<file path="src/rtl/cpu_acc_pkg.sv">
// ============================================================================
// Module   : cpu_acc_pkg
// Purpose  : Opcodes, branch sub-ops, state encoding and PSW layout.
// Revision : 1.0 - initial release
// ============================================================================
`default_nettype none

package cpu_acc_pkg;

  localparam logic [3:0] c_op_ld   = 4'h0;
  localparam logic [3:0] c_op_st   = 4'h1;
  localparam logic [3:0] c_op_in   = 4'h2;
  localparam logic [3:0] c_op_out  = 4'h3;
  localparam logic [3:0] c_op_add  = 4'h4;
  localparam logic [3:0] c_op_sub  = 4'h5;
  localparam logic [3:0] c_op_br   = 4'h6;
  localparam logic [3:0] c_op_and  = 4'h7;
  localparam logic [3:0] c_op_reti = 4'hE;
  localparam logic [3:0] c_op_trap = 4'hF;

  localparam logic [3:0] c_br_jmp = 4'h0;
  localparam logic [3:0] c_br_jz  = 4'h2;
  localparam logic [3:0] c_br_jnz = 4'h3;
  localparam logic [3:0] c_br_jn  = 4'h4;
  localparam logic [3:0] c_br_jc  = 4'h5;

  localparam int c_psw_n  = 3;
  localparam int c_psw_z  = 2;
  localparam int c_psw_c  = 1;
  localparam int c_psw_ie = 0;

  typedef enum logic [2:0] {
    ST_FETCH      = 3'd0,
    ST_DECODE     = 3'd1,
    ST_OPERAND    = 3'd2,
    ST_EXECUTE    = 3'd3,
    ST_TRAP_ENTRY = 3'd4,
    ST_HALT       = 3'd5
  } state_t;

  typedef enum logic [1:0] {
    ALU_ADD = 2'd0,
    ALU_SUB = 2'd1,
    ALU_AND = 2'd2
  } alu_op_t;

endpackage

`default_nettype wire

</file>
<file path="src/rtl/cpu_alu_flags.sv">
// ============================================================================
// Module   : cpu_alu_flags
// Purpose  : Combinational ADD/SUB/AND with N/Z/C flag generation.
// Revision : 1.0 - initial release
// ============================================================================
`default_nettype none

module cpu_alu_flags
  import cpu_acc_pkg::*;
#(
  parameter int DATA_WIDTH = 8
) (
  input  logic [DATA_WIDTH-1:0] a,
  input  logic [DATA_WIDTH-1:0] b,
  input  alu_op_t               op,
  output logic [DATA_WIDTH-1:0] result,
  output logic                  n,
  output logic                  z,
  output logic                  c
);

  logic [DATA_WIDTH:0] w_sum;

  // SUB is a + ~b + 1, so carry-out reads as "no borrow"
  always_comb begin
    w_sum  = '0;
    result = '0;
    c      = 1'b0;
    case (op)
      ALU_ADD: begin
        w_sum  = {1'b0, a} + {1'b0, b};
        result = w_sum[DATA_WIDTH-1:0];
        c      = w_sum[DATA_WIDTH];
      end
      ALU_SUB: begin
        w_sum  = {1'b0, a} + {1'b0, ~b} + {{DATA_WIDTH{1'b0}}, 1'b1};
        result = w_sum[DATA_WIDTH-1:0];
        c      = w_sum[DATA_WIDTH];
      end
      ALU_AND: begin
        result = a & b;
        c      = 1'b0;
      end
      default: begin
        result = '0;
        c      = 1'b0;
      end
    endcase
    n = result[DATA_WIDTH-1];
    z = (result == '0);
  end

endmodule

`default_nettype wire

</file>
<file path="src/rtl/cpu_acc_param.sv">
// ============================================================================
// Module   : cpu_acc_param
// Purpose  : Parametrised accumulator CPU with wait-state memory and traps.
// Revision : 1.0 - initial release
// ============================================================================
`default_nettype none

module cpu_acc_param
  import cpu_acc_pkg::*;
#(
  parameter int DATA_WIDTH   = 8,
  parameter int ADDR_WIDTH   = 8,
  parameter int RESET_VECTOR = 0,
  parameter int TRAP_VECTOR  = 'hF0,
  parameter bit IE_RESET     = 1'b0
) (
  input  logic                  clk,
  input  logic                  async_nreset,
  input  logic [DATA_WIDTH-1:0] mem_rdata,
  input  logic                  mem_ready,
  output logic                  mem_req,
  output logic                  mem_we,
  output logic [ADDR_WIDTH-1:0] mem_addr,
  output logic [DATA_WIDTH-1:0] mem_wdata,
  input  logic [DATA_WIDTH-1:0] io_data_input,
  output logic [DATA_WIDTH-1:0] io_data_output,
  output logic                  io_write,
  input  logic                  trap_trigger,
  output logic                  halted
);

  localparam logic [ADDR_WIDTH-1:0] c_reset_pc = ADDR_WIDTH'(RESET_VECTOR);
  localparam logic [ADDR_WIDTH-1:0] c_trap_pc  = ADDR_WIDTH'(TRAP_VECTOR);

  state_t                r_state;
  logic [ADDR_WIDTH-1:0] r_pc;
  logic [ADDR_WIDTH-1:0] r_epc;
  logic [DATA_WIDTH-1:0] r_acc;
  logic [DATA_WIDTH-1:0] r_ir0;
  logic [DATA_WIDTH-1:0] r_ir1;
  logic [3:0]            r_psw;
  logic [3:0]            r_epsw;
  logic                  r_irq_pending;
  logic                  r_trig_q;
  logic                  r_mem_req;
  logic                  r_mem_we;
  logic [ADDR_WIDTH-1:0] r_mem_addr;
  logic [DATA_WIDTH-1:0] r_mem_wdata;
  logic                  r_io_write;
  logic [DATA_WIDTH-1:0] r_io_data;
  logic                  r_halted;

  logic [3:0]            w_opcode;
  logic [3:0]            w_subop;
  logic                  w_irq_edge;
  logic                  w_br_valid;
  logic                  w_br_taken;
  alu_op_t               w_alu_op;
  logic [DATA_WIDTH-1:0] w_alu_result;
  logic                  w_alu_n;
  logic                  w_alu_z;
  logic                  w_alu_c;

  assign w_opcode   = r_ir0[DATA_WIDTH-1 -: 4];
  assign w_subop    = r_ir0[3:0];
  assign w_irq_edge = trap_trigger & ~r_trig_q;

  always_comb begin
    w_br_valid = 1'b1;
    w_br_taken = 1'b0;
    case (w_subop)
      c_br_jmp: w_br_taken = 1'b1;
      c_br_jz:  w_br_taken = r_psw[c_psw_z];
      c_br_jnz: w_br_taken = ~r_psw[c_psw_z];
      c_br_jn:  w_br_taken = r_psw[c_psw_n];
      c_br_jc:  w_br_taken = r_psw[c_psw_c];
      default:  w_br_valid = 1'b0;
    endcase
  end

  always_comb begin
    w_alu_op = ALU_ADD;
    case (w_opcode)
      c_op_sub: w_alu_op = ALU_SUB;
      c_op_and: w_alu_op = ALU_AND;
      default:  w_alu_op = ALU_ADD;
    endcase
  end

  cpu_alu_flags #(.DATA_WIDTH(DATA_WIDTH)) u_alu (
    .a      (r_acc),
    .b      (mem_rdata),
    .op     (w_alu_op),
    .result (w_alu_result),
    .n      (w_alu_n),
    .z      (w_alu_z),
    .c      (w_alu_c)
  );

  // Each memory state spends its first cycle launching the request, so the
  // interrupt check in FETCH never has to withdraw a request already issued.
  always_ff @(posedge clk or negedge async_nreset) begin
    if (!async_nreset) begin
      r_state       <= ST_FETCH;
      r_pc          <= c_reset_pc;
      r_epc         <= '0;
      r_acc         <= '0;
      r_ir0         <= '0;
      r_ir1         <= '0;
      r_psw         <= {3'b000, IE_RESET};
      r_epsw        <= '0;
      r_irq_pending <= 1'b0;
      r_trig_q      <= 1'b0;
      r_mem_req     <= 1'b0;
      r_mem_we      <= 1'b0;
      r_mem_addr    <= '0;
      r_mem_wdata   <= '0;
      r_io_write    <= 1'b0;
      r_io_data     <= '0;
      r_halted      <= 1'b0;
    end else begin
      r_trig_q   <= trap_trigger;
      r_io_write <= 1'b0;
      if (w_irq_edge) r_irq_pending <= 1'b1;

      case (r_state)
        ST_FETCH: begin
          if (!r_mem_req) begin
            if (r_irq_pending && r_psw[c_psw_ie]) begin
              r_irq_pending <= w_irq_edge;
              r_state       <= ST_TRAP_ENTRY;
            end else begin
              r_mem_req  <= 1'b1;
              r_mem_we   <= 1'b0;
              r_mem_addr <= r_pc;
            end
          end else if (mem_ready) begin
            r_mem_req <= 1'b0;
            r_ir0     <= mem_rdata;
            r_pc      <= r_pc + 1'b1;
            r_state   <= ST_DECODE;
          end
        end

        ST_DECODE: begin
          case (w_opcode)
            c_op_in: begin
              r_acc   <= io_data_input;
              r_state <= ST_FETCH;
            end
            c_op_out: begin
              r_io_write <= 1'b1;
              r_io_data  <= r_acc;
              r_state    <= ST_FETCH;
            end
            c_op_trap: r_state <= ST_TRAP_ENTRY;
            c_op_reti: begin
              r_pc             <= r_epc;
              r_psw            <= r_epsw;
              r_psw[c_psw_ie]  <= 1'b1;
              r_state          <= ST_FETCH;
            end
            c_op_ld, c_op_st, c_op_add, c_op_sub, c_op_and, c_op_br:
              r_state <= ST_OPERAND;
            default: begin
              r_halted <= 1'b1;
              r_state  <= ST_HALT;
            end
          endcase
        end

        ST_OPERAND: begin
          if (!r_mem_req) begin
            r_mem_req  <= 1'b1;
            r_mem_we   <= 1'b0;
            r_mem_addr <= r_pc;
          end else if (mem_ready) begin
            r_mem_req <= 1'b0;
            r_ir1     <= mem_rdata;
            r_pc      <= r_pc + 1'b1;
            if (w_opcode == c_op_br) begin
              if (!w_br_valid) begin
                r_halted <= 1'b1;
                r_state  <= ST_HALT;
              end else begin
                if (w_br_taken) r_pc <= mem_rdata[ADDR_WIDTH-1:0];
                r_state <= ST_FETCH;
              end
            end else begin
              r_state <= ST_EXECUTE;
            end
          end
        end

        ST_EXECUTE: begin
          if (!r_mem_req) begin
            r_mem_req   <= 1'b1;
            r_mem_we    <= (w_opcode == c_op_st);
            r_mem_addr  <= r_ir1[ADDR_WIDTH-1:0];
            r_mem_wdata <= r_acc;
          end else if (mem_ready) begin
            r_mem_req <= 1'b0;
            r_mem_we  <= 1'b0;
            case (w_opcode)
              c_op_ld: begin
                r_acc          <= mem_rdata;
                r_psw[c_psw_n] <= mem_rdata[DATA_WIDTH-1];
                r_psw[c_psw_z] <= (mem_rdata == '0);
              end
              c_op_add, c_op_sub, c_op_and: begin
                r_acc          <= w_alu_result;
                r_psw[c_psw_n] <= w_alu_n;
                r_psw[c_psw_z] <= w_alu_z;
                r_psw[c_psw_c] <= w_alu_c;
              end
              default: ;
            endcase
            r_state <= ST_FETCH;
          end
        end

        ST_TRAP_ENTRY: begin
          r_epc           <= r_pc;
          r_epsw          <= r_psw;
          r_psw[c_psw_ie] <= 1'b0;
          r_pc            <= c_trap_pc;
          r_state         <= ST_FETCH;
        end

        ST_HALT: r_state <= ST_HALT;

        default: begin
          r_halted <= 1'b1;
          r_state  <= ST_HALT;
        end
      endcase
    end
  end

  assign mem_req        = r_mem_req;
  assign mem_we         = r_mem_we;
  assign mem_addr       = r_mem_addr;
  assign mem_wdata      = r_mem_wdata;
  assign io_write       = r_io_write;
  assign io_data_output = r_io_data;
  assign halted         = r_halted;

endmodule

`default_nettype wire

</file>
<file path="config.mk">
export PLATFORM = sky130hd
export DESIGN_NAME = cpu_acc_param
export DESIGN_NICKNAME = d
export VERILOG_FILES = /design/src/rtl/cpu_acc_pkg.sv /design/src/rtl/cpu_alu_flags.sv /design/src/rtl/cpu_acc_param.sv
export SDC_FILE = /design/constraint.sdc
export NUM_CORES = 1
export LEC_CHECK = 0
export CORE_MARGIN = 2
export CORE_UTILIZATION = 50
export DETAILED_ROUTE_END_ITERATION = 10
export PLACE_DENSITY = 0.8
export SYNTH_ARGS = -nofsm -noshare
export SYNTH_HDL_FRONTEND = slang
export SYNTH_SLANG_ARGS = --single-unit
</file>
<file path="constraint.sdc">
create_clock -name clk -period 4.3 [get_ports clk]
set_input_delay 0.43 -clock clk [delete_from_list [all_inputs] [get_ports clk]]
set_output_delay 0.43 -clock clk [all_outputs]
set_load 0.02 [all_outputs]
</file>
==> summary.txt <==
Run status
  • Status: complete, no violations

Layout
  • Fin area: around 5600 µm²
  • Antenna Cells: 0
  • Nets: between 600 and 700
  • Layout cells sized above 1: around 8%
  • P&R area growth vs syn: 15.7%
  • Non-filler instance count after layout: 711
  • Final Core Density: 59.8%

Floorplan
  • Die Width: just over 100 µm
  • Initial Utilization: 51.7%
  • I/O Pins: 48
  • Row Count: 35
  • Total core area: slightly above 9000 µm²
  • Die area: between 10000 and 15000 µm²
  • DIE HEIGHT: about 100 µm

Synthesis
  • Post-synthesis sequential area ratio: 41.7%
  • Ys async rst share: between 90% and 100%
  • Mapped Area: approximately 4800 µm²
  • Yosys cell types: 61
  • Synth Instances: 543
  • Synth Flop Type: dfrtp_1
  • Post-synth EDFFs: 0
  • Syn Nets: 583
  • Syn avg cell area: between 8 and 9 µm²
  • #FFs+latches synth: 80
  • Synth warn: 0

Detailed routing
  • Antenna-violating nets left: 0
  • Average wire per standard cell: roughly 18 µm
  • Initial DRC Count: between 300 and 400
  • Vias/cell: around 6
  • Pre-antenna DRT Iters: 5
  • DR vias: around 4300
  • DRC viols: 0
  • DRT Wirelength: approximately 13000 µm

CTS
  • Total CTS buffers: 9
  • CTS tree: built
  • Clock Latency Late Sink: ~0.36 ns
  • CTS H-tree depth: 3
  • CTS root buf: clkbuf_8
  • # hold bufs at CTS: 0
  • Clock buffer depth: 2
  • Worst-path clk slew: about 0.090 ns
  • Clock sink count: 80
  • Post-cts gate resize count: 0
  • Setup Fix Bufs, Post-CTS: 0

Power
  • Clock Power Share: between 30% and 40%
  • Switching share of power: around 27%
  • Final Power: 1.50 mW
  • Sequential power share: 50.6%
  • PwrDens: around 270 nW/µm²
  • Int Pwr: ~1.1 mW
  • Power share of the combinational group: 9.7%
  • Worst VDD drop: ~0.18 mV
  • Leakage power: about 2.6 nW
  • Psw: between 0.4 and 0.5 mW

Critical path
  • Worst Setup End Kind: flop
  • Crit path required time: approximately 4.5 ns
  • Startpoint types: input pin
  • Worst path max stage delay: roughly 0.6 ns
  • CP max-delay cell: clkdlybuf4s50_1
  • Most numerous cell on the critical path: o311ai_0
  • Critical path type: input pin to flop
  • CP max FO: 8
  • Crit path DAT: about 3.4 ns
  • CP cell instances: clkdlybuf4s50_1 > inv_1 > ha_1 > nor3b_1 > o31ai_1 > o311ai_0 > a311oi_1 > o311ai_0 > o21ai_0 > a31oi_1

GRT
  • Initial antenna violation count: 0
  • Total gr overflow: 0
  • Pin count of the biggest net entering global routing: approximately 80
  • Grt met1 use: about a third
  • GRT Total Usage: between 20% and 30%
  • M2 GR Usage: 40.8%
  • First-pass GRT wire length: 20400 µm
  • Vias in the first global route: approximately 4100
  • Met3 Use GR: 3.83%
  • GRT Max-Usage Layer: met2

STA
  • Slew headroom: between 10% and 20%
  • Fmax: between 300 and 400 MHz
  • Final WS setup: approximately 1.2 ns
  • Pin slew with the least headroom to its limit: 1.26 ns
  • Max Slew Vio Count: 0
  • Crit path time final: approximately 3.1 ns
  • Hold WS: between 0.2 and 0.25 ns
  • Setup Skew: around 0.0079 ns
  • Final setup vio count: 0
  • Sum Neg Setup Slack: 0 ns
  • Final Hold Fails: 0
  • RSZ-0062 raised after global routing: false
  • Tcrit/Tclk final: 72.7%

Flow run
  • # Max-Cap Violations: 0

Place
  • Placed cell areas: approximately 5300 µm²
  • Worst slack, placed: ~0.82 ns
  • Placed cell count: 695
  • Final Wtd Congestion: between 0.9 and 1
  • Detailed placement HPWL: ~9000 µm
  • Port-buffer cells: 47

Hold path
  • Worst min-delay path class: input pin to async pin
## layout by cell type, fill, tap and decap left out, drive strengths merged, types with 3 or more instances in the layout
master / Yosys / layout
nand3: 7 / 7
nor3: 9 / 9
nor3b: 7 / 7
xnor2: 7 / 7
nor2b: 10 / 10
and3: 7 / 7
a21o: 5 / 5
o21ai: 50 / 50
nor4: 6 / 6
nor2: 34 / 34
mux2i: 10 / 10
a21oi: 39 / 39
a211oi: 8 / 8
o211ai: 5 / 5
nand4: 3 / 3
clkdlybuf4s50: 0 / 46
o31ai: 4 / 4
a221o: 4 / 4
clkbuf: 25 / 9
inv: 24 / 28
buf: 6 / 8
dfrtp: 80 / 80
ha: 18 / 18
mux2: 18 / 18
a31oi: 5 / 5
nand2: 95 / 95
nand2b: 9 / 9
a221oi: 3 / 3
a22o: 4 / 4
## synthesized netlist by cell type, drive strengths merged (6+ instances only)
cell | n | area (µm²)
dfrtp | 80 | 2000
and3 | 7 | 43.8
inv | 24 | 90.1
nand2 | 95 | 357
nor2b | 10 | 62.6
a211oi | 8 | 60.1
a21oi | 39 | 195
mux2i | 10 | 100
nand2b | 9 | 63.8
nor4 | 6 | 37.5
nor2 | 34 | 128
clkbuf | 25 | 93.8
nor3b | 7 | 57.6
nor3 | 9 | 45.0
xnor2 | 7 | 61.3
ha | 18 | 225
buf | 6 | 46.3
mux2 | 18 | 203
nand3 | 7 | 35.0
o21ai | 50 | 250
## worst max-delay path: cells and delay by family
family / cells / cell delay [ns]
AOI/OAI and AO/OA: 6 / 1.48
adders and majority gates: 1 / 0.50
buffers and inverters: 2 / 0.78
and+or+nand+nor: 1 / 0.15
## registers in the layout (all words and copies together), names as in the netlist
name / flops
io_data_output: 8
mem_addr: 8
mem_wdata: 8
r_acc: 8
r_epc: 8
r_ir0: 8
r_ir1: 8
r_pc: 8
r_psw: 4
r_epsw: 3
r_state: 3
halted: 1
io_write: 1
mem_req: 1
mem_we: 1
r_irq_pending: 1
r_trig_q: 1
## area by class of cell
cell class                 count  area, µm²
clock buffer                   9        124
clock inverter                 7       86.3
fill                         835       3730
inverter                      25       93.8
multi-input combinational    407       2570
sequential                    80       2000
tap                          129        161
timing repair buffer          54        520
## path summary, 6_finish.rpt
| path | slack (ns) | startpoint | end | cells after the start |
|---|---|---|---|---|
| max | 1.18 | mem_rdata[2] | r_psw[3]$_DFFE_PN0P_ | 10 |
| min | 0.22 | async_nreset | io_data_output[3]$_DFFE_PN0P_ | 1 |
| max reg2reg | 1.29 | r_ir0[4]$_DFFE_PN0P_ | r_pc[3]$_DFFE_PN0P_ | 8 |
| min reg2reg | 0.42 | r_trig_q$_DFF_PN0_ | r_irq_pending$_DFF_PN0_ | 1 |
| max in group asynchronous | 3.43 | async_nreset | halted$_DFFE_PN0P_ | 1 |
| min in group clk | 0.42 | r_trig_q$_DFF_PN0_ | r_irq_pending$_DFF_PN0_ | 1 |
## cell families after synthesis
| kind of cell | Yosys count | share of synthesized area (%) |
|---|---|---|
| AND/OR/NAND/NOR | 195 | 19.1 |
| AO/OA/AOI/OAI | 155 | 20.8 |
| flip-flops | 80 | 41.7 |
| buffers and inverters | 56 | 4.87 |
| multiplexers | 28 | 6.31 |
| adder cells (fa/ha/maj) | 20 | 5.52 |
| XOR/XNOR | 9 | 1.64 |
## power groups by stage
stage | combinational (mW) | clock [mW] | sequential, mW
floorplan | 0.0802 | 0 | 0.774
detailed placement | 0.143 | 0 | 0.775
CTS | 0.144 | 0.608 | 0.760
global route | 0.160 | 0.635 | 0.761
finish | 0.146 | 0.597 | 0.760
global placement | 0.142 | 0 | 0.775
## metal layers
metal,wire length [µm],up-vias
li1,-,1991
met1,5530,2106
met2,6120,149
met3,774,34
met4,359,0
met5,0,-
Note: power is estimated with default switching activity, not from simulation.
==> edit 1, RTL diff (same settings) <==
`DATA_WIDTH` is set to 8 in 2 places; all go to 10.
--- a/src/rtl/cpu_alu_flags.sv
+++ b/src/rtl/cpu_alu_flags.sv
@@ -8,7 +8,7 @@
 module cpu_alu_flags
   import cpu_acc_pkg::*;
 #(
-  parameter int DATA_WIDTH = 8
+  parameter int DATA_WIDTH = 10
 ) (
   input  logic [DATA_WIDTH-1:0] a,
   input  logic [DATA_WIDTH-1:0] b,
--- a/src/rtl/cpu_acc_param.sv
+++ b/src/rtl/cpu_acc_param.sv
@@ -8,7 +8,7 @@
 module cpu_acc_param
   import cpu_acc_pkg::*;
 #(
-  parameter int DATA_WIDTH   = 8,
+  parameter int DATA_WIDTH   = 10,
   parameter int ADDR_WIDTH   = 8,
   parameter int RESET_VECTOR = 0,
   parameter int TRAP_VECTOR  = 'hF0,
Interface: changed (resized io_data_input, io_data_output, mem_rdata and mem_wdata); port bits go from 48 to 56. No check against the original RTL was run, so the function may have changed too.
==> edit 1 against the unedited design <==
- area after synthesis up 14%
- sequential share of layout area is 2.0 points lower
- first-iteration DRC count rose by 11%
- sequential cell count increased by 6
- core utilization is 1.0 points lower
- cell area grew 14%
- clock skew increased by 0.0090 ns
- critical path depth stayed put
- via count grew 14%
- worst setup slack got worse by 0.034 ns
- routed wire length is 16% higher
- die area up 13%
- critical endpoint is now r_acc[8]
- highest routed layer unchanged
Power is not compared: it rests on default switching activity, and its combinational part moved more than twofold at a synthesized area within 25%.
==> edit 1: results (changes against the unedited design) <==
[global_route]
antenna_found_initial = 0  ; unchanged
track_usage_pct = 26.26  ; was 25.47%
grt_pass1_wl_mm = 23.96  ; was 20.43 mm
grt_pass1_vias = 4680  ; was 4,130
grt_max_degree = 87  ; was 81

[timing]
fin_crit_ns = 3.159  ; was 3.125 ns
fin_skew_ns = 0.01691  ; was 0.007885 ns
fin_hold_ws_ns = 0.2567  ; was 0.2239 ns
maxSlewHeadroom_pct = 27.26  ; was 15.13%

[synthesis]
syn-num-nets = 657  ; was 583
synth.distinct_cells = 66  ; was 61
ys_top_cells_by_area = dfrtp_1, mux2_2, nand2_1  ; was dfrtp_1, nand2_1, o21ai_0
yosysWarnings = 0  ; unchanged
synthTopCellsByCount = dfrtp_1, nand2_1, nor2_1  ; was nand2_1, dfrtp_1, o21ai_0
synth_flop_cell = dfrtp_1  ; unchanged
async_flop_share_pct = 100.0  ; unchanged
ys_seq_area_share_pct = 39.36  ; was 41.69%

[worst_setup_path]
worst_r2r_startpoint = r_ir0[7]  ; was r_ir0[4]
critPathLaunch = mem_rdata[2]  ; unchanged
endpoint = r_acc[8]  ; was r_psw[3]
reg2reg_slack_ns = 1.20  ; was 1.29 ns
critPathSlowestCell = clkdlybuf4s50_1  ; unchanged
critical_path.top_delay_family = simple AND/OR/NAND/NOR gates  ; was compound AO/OA/AOI/OAI gates
r2r_end = r_psw[2]  ; was r_pc[3]
crit_fanout = 10  ; was 8
worstPathArrival_ns = 3.46  ; was 3.35 ns
rr_worst_depth = 7  ; was 8
critPathMaxStageDelay_ns = 0.59  ; was 0.61 ns

[placement]
place_ws_ns = 0.7776  ; was 0.8233 ns
dpl_cell_area_sq_mm = 0.006082  ; was 0.005344 sq mm
portBuffers = 55  ; was 47
hpwl_mm = 10.66  ; was 9.209 mm
gp_congestion = 0.9511  ; was 0.9860

[clock_tree]
cts_buffer_depth = 2  ; unchanged
cts-root-buf = clkbuf_8  ; unchanged
cts_made_buffers = 9  ; unchanged
htree_num_levels = 3  ; unchanged
post_cts_buffers = 0  ; unchanged
clkTransAtPathRegs_ns = 0.11  ; was 0.09 ns
ctsResizeCount = 0  ; unchanged
worstSkewPairLatency_ns = 0.38  ; was 0.36 ns

[finish]
layout-drive-gt1-share_pct = 9.707  ; was 8.247%
antenna_cells = 0  ; unchanged
fin_nets = 692  ; was 617

[detailed_routing]
route.final.wire_length_mm = 14.79  ; was 12.78 mm
first_iter_violations = 411  ; was 370
drt-pass1-iter-count = 5  ; unchanged
vias = 4877  ; was 4,280

[hold_path]
hp-class = in2async  ; unchanged

[run_status]
status = finished, final reports clean  ; unchanged

[pwr]
vdd_drop_max_uv = 402.2
p_sw_w = 0.002225
leakage_nw = 2.751

-- edit 1: changes by cell type after synthesis, moves of 5 or more --
cell,unedited run,this run
a22oi_1,1,7
a31oi_1,5,10
clkbuf_1,25,30
dfrtp_1,80,86
mux2_2,18,36
mux2i_1,10,15
nand2_1,95,79
nand3_1,7,21
nor2_1,34,45
nor3_1,9,14
o21ai_0,47,30
-- edit 1: power groups by stage --
stage | combinational (W) | clock (W) | sequential (W)
5_1_grt | 0.00278 | 0.000742 | 0.00164
3_3_place_gp | 0.00243 | 0 | 0.00158
2_1_floorplan | 0.00183 | 0 | 0.00149
3_5_place_dp | 0.00248 | 0 | 0.00160
4_1_cts | 0.00250 | 0.000708 | 0.00158
6_report | 0.00253 | 0.000701 | 0.00159
-- edit 1: stage by stage --
step,std cells,power [W],utilization [%]
2_1_floorplan,609,0.003320,-
3_3_place_gp,773,0.004015,56.60
3_5_place_dp,773,0.004081,56.60
4_1_cts,789,0.004789,58.81
5_1_grt,789,0.005167,58.81
6_report,789,0.004823,58.81
-- edit 1: cell families (layout without fill, tap and decap cells) --
group / after synthesis / after routing / synth area share (%)
mux: 53 / 53 / 10.57
buf+inv: 63 / 103 / 4.508
compound gates: 157 / 157 / 19.06
fa+ha+maj: 24 / 24 / 5.767
flops: 86 / 86 / 39.36
simple gates: 212 / 212 / 18.49
xor+xnor: 14 / 14 / 2.243
-- edit 1: layout make-up --
class                   count  area, sq um
clock buffers              10        137.6
clock inverters             6        100.1
fillers                   972         4425
inverters                  28        105.1
multi-input cells         460         3072
flip-flops and latches     86         2152
well taps                 140        175.2
repair buffers             59        578.1
-- edit 1: routing by layer --
metal	vias up	wire length, microns	GRT usage, %
li1	2265	-	-
met1	2363	6276	34.49
met2	212	7184	43.35
met3	37	842	4.039
met4	0	484	10.62
met5	-	0	0
==> edit 2, RTL diff (config.mk and constraints unchanged) <==
Without the edit above. Make the reset (`async_nreset`) synchronous in one clocked block.
--- a/src/rtl/cpu_acc_param.sv
+++ b/src/rtl/cpu_acc_param.sv
@@ -99,7 +99,7 @@
 
   // Each memory state spends its first cycle launching the request, so the
   // interrupt check in FETCH never has to withdraw a request already issued.
-  always_ff @(posedge clk or negedge async_nreset) begin
+  always_ff @(posedge clk) begin
     if (!async_nreset) begin
       r_state       <= ST_FETCH;
       r_pc          <= c_reset_pc;
Function: differs if async_nreset is asserted again (counterexample within 4 cycles, from zero or initial values and one cycle with async_nreset low); with async_nreset held inactive, the same outputs for 4 cycles.
==> edit 2 against the unedited design <==
- fmax down 2.8%
- clock skew is 0.0049 ns higher
- area after synthesis down 2.7%
- cell area decreased by 2.6%
- sequential share of layout area shrank 6.4 points
- worst setup slack lost 0.091 ns
- routed wire length increased by 8.2%
- critical path depth unchanged
- sequential cell count stayed put
- largest cell class unchanged
Power is not compared: it rests on default switching activity, and its combinational part moved more than twofold at a synthesized area within 25%.
==> edit 2: results (changes against the unedited design) <==
[run_status]
status = finished, final reports clean  ; unchanged

[detailed_routing]
drt-pass1-iter-count = 5  ; unchanged
first_iter_violations = 432  ; was 370
route.final.wire_length_mm = 13.83  ; was 12.78 mm

[synthesis]
ys_seq_area_share_pct = 34.27  ; was 41.69%
synth-xor-area-share_pct = 1.499  ; was 1.641%
synth.area.mux_share_pct = 3.882  ; was 6.305%
synth-compound-area-share_pct = 25.44  ; was 20.84%
ys_top_cells_by_area = dfxtp_1, a21oi_1, nand2_1  ; was dfrtp_1, nand2_1, o21ai_0
synthCells = 618  ; was 543
async_flop_share_pct = 0  ; was 100.0%
synth.distinct_cells = 67  ; was 61
synth_flop_cell = dfxtp_1  ; was dfrtp_1
synth_adder_area_share_pct = 5.676  ; was 5.524%
syn-num-nets = 658  ; was 583
synthTopCellsByCount = nand2_1, dfxtp_1, a21oi_1  ; was nand2_1, dfrtp_1, o21ai_0

[placement]
place_ws_ns = 0.7399  ; was 0.8233 ns
dp.cells = 745  ; was 695
dpl_cell_area_sq_mm = 0.005196  ; was 0.005344 sq mm
gp_congestion = 1.025  ; was 0.9860

[global_route]
grt_max_degree = 44  ; was 81
track_usage_pct = 28.36  ; was 25.47%
grt_pass1_wl_mm = 22.69  ; was 20.43 mm
grt_pass1_vias = 4604  ; was 4,130

[finish]
layout-drive-gt1-share_pct = 6.000  ; was 8.247%
seq_cell_count = 80  ; unchanged
seq-cell-share_pct = 29.62  ; was 36.04%
clkCellAreaFrac_pct = 3.910  ; was 3.785%
design_area_sq_mm = 0.005408  ; was 0.005554 sq mm
finalNonFillerCells = 761  ; was 711
multi_input_area_share_pct = 52.36  ; was 46.20%
fin_nets = 685  ; was 617
num-nonclk-buffers = 57  ; was 54
multi_input_gates = 476  ; was 407

[timing]
fin_skew_ns = 0.01282  ; was 0.007885 ns
maxSlewHeadroom_pct = 33.10  ; was 15.13%

[clock_tree]
post_cts_buffers = 0  ; unchanged

[hold_path]
hp-class = reg2reg  ; was in2async

[pwr]
p_int_w = 0.001466

[worst_setup_path]
worstPathArrival_ns = 3.47  ; was 3.35 ns

-- edit 2: cell types whose count changed after synthesis, sizes merged, moves of 6 or more --
cell / before / now
clkbuf: 25 / 35
mux2i: 10 / 17
dfrtp: 80 / 0
nand2b: 9 / 15
dfxtp: 0 / 80
mux2: 18 / 1
o21ai: 50 / 40
nor2: 34 / 73
nand2: 95 / 88
a21oi: 39 / 80
-- edit 2: power groups by stage --
stage / Clock (W) / Sequential (W) / Combinational, W
2_1_floorplan: 0 / 0.000952 / 0.000665
3_3_place_gp: 0 / 0.00103 / 0.000843
3_5_place_dp: 0 / 0.00103 / 0.000863
4_1_cts: 0.000601 / 0.00102 / 0.000868
5_1_grt: 0.000630 / 0.00105 / 0.000973
6_report: 0.000601 / 0.00102 / 0.000882
-- edit 2: final timing paths --
kind	start	to	slack, ns	depth (start not counted)
setup reg to reg	r_state[0]	r_psw[2]	1.27	5
setup / recovery	mem_rdata[0]	r_psw[2]	1.08	10
hold / removal	mem_wdata[1]	mem_wdata[1]	0.46	2
hold reg to reg	mem_wdata[1]	mem_wdata[1]	0.46	2
-- edit 2: routing by layer --
metal	wire length [microns]	global-route usage, %	part of all wire [%]
met5	0	0	0
met4	517	14.33	3.7
met3	1195	5.964	8.6
met2	6279	45.49	45
met1	5839	36.02	42
-- edit 2: cells by family (layout without fill, tap and decap cells) --
logic type	after synthesis	count (layout)
and+or+nand+nor	240	240
AOI/OAI and AO/OA	190	190
DFF	80	80
buffers and inverters	62	94
adders and majority gates	20	20
muxes	18	18
xor gates and xnor gates	8	8
-- edit 2: worst max-delay path, cell delays in order --
cell and delay (ns):
clkdlybuf4s50_1 0.62, ha_1 0.36, fa_1 0.41, nand2b_1 0.09
a21oi_1 0.09, a221oi_1 0.40, xnor2_1 0.16, a21oi_1 0.11
o41a_1 0.44, a2111oi_1 0.34
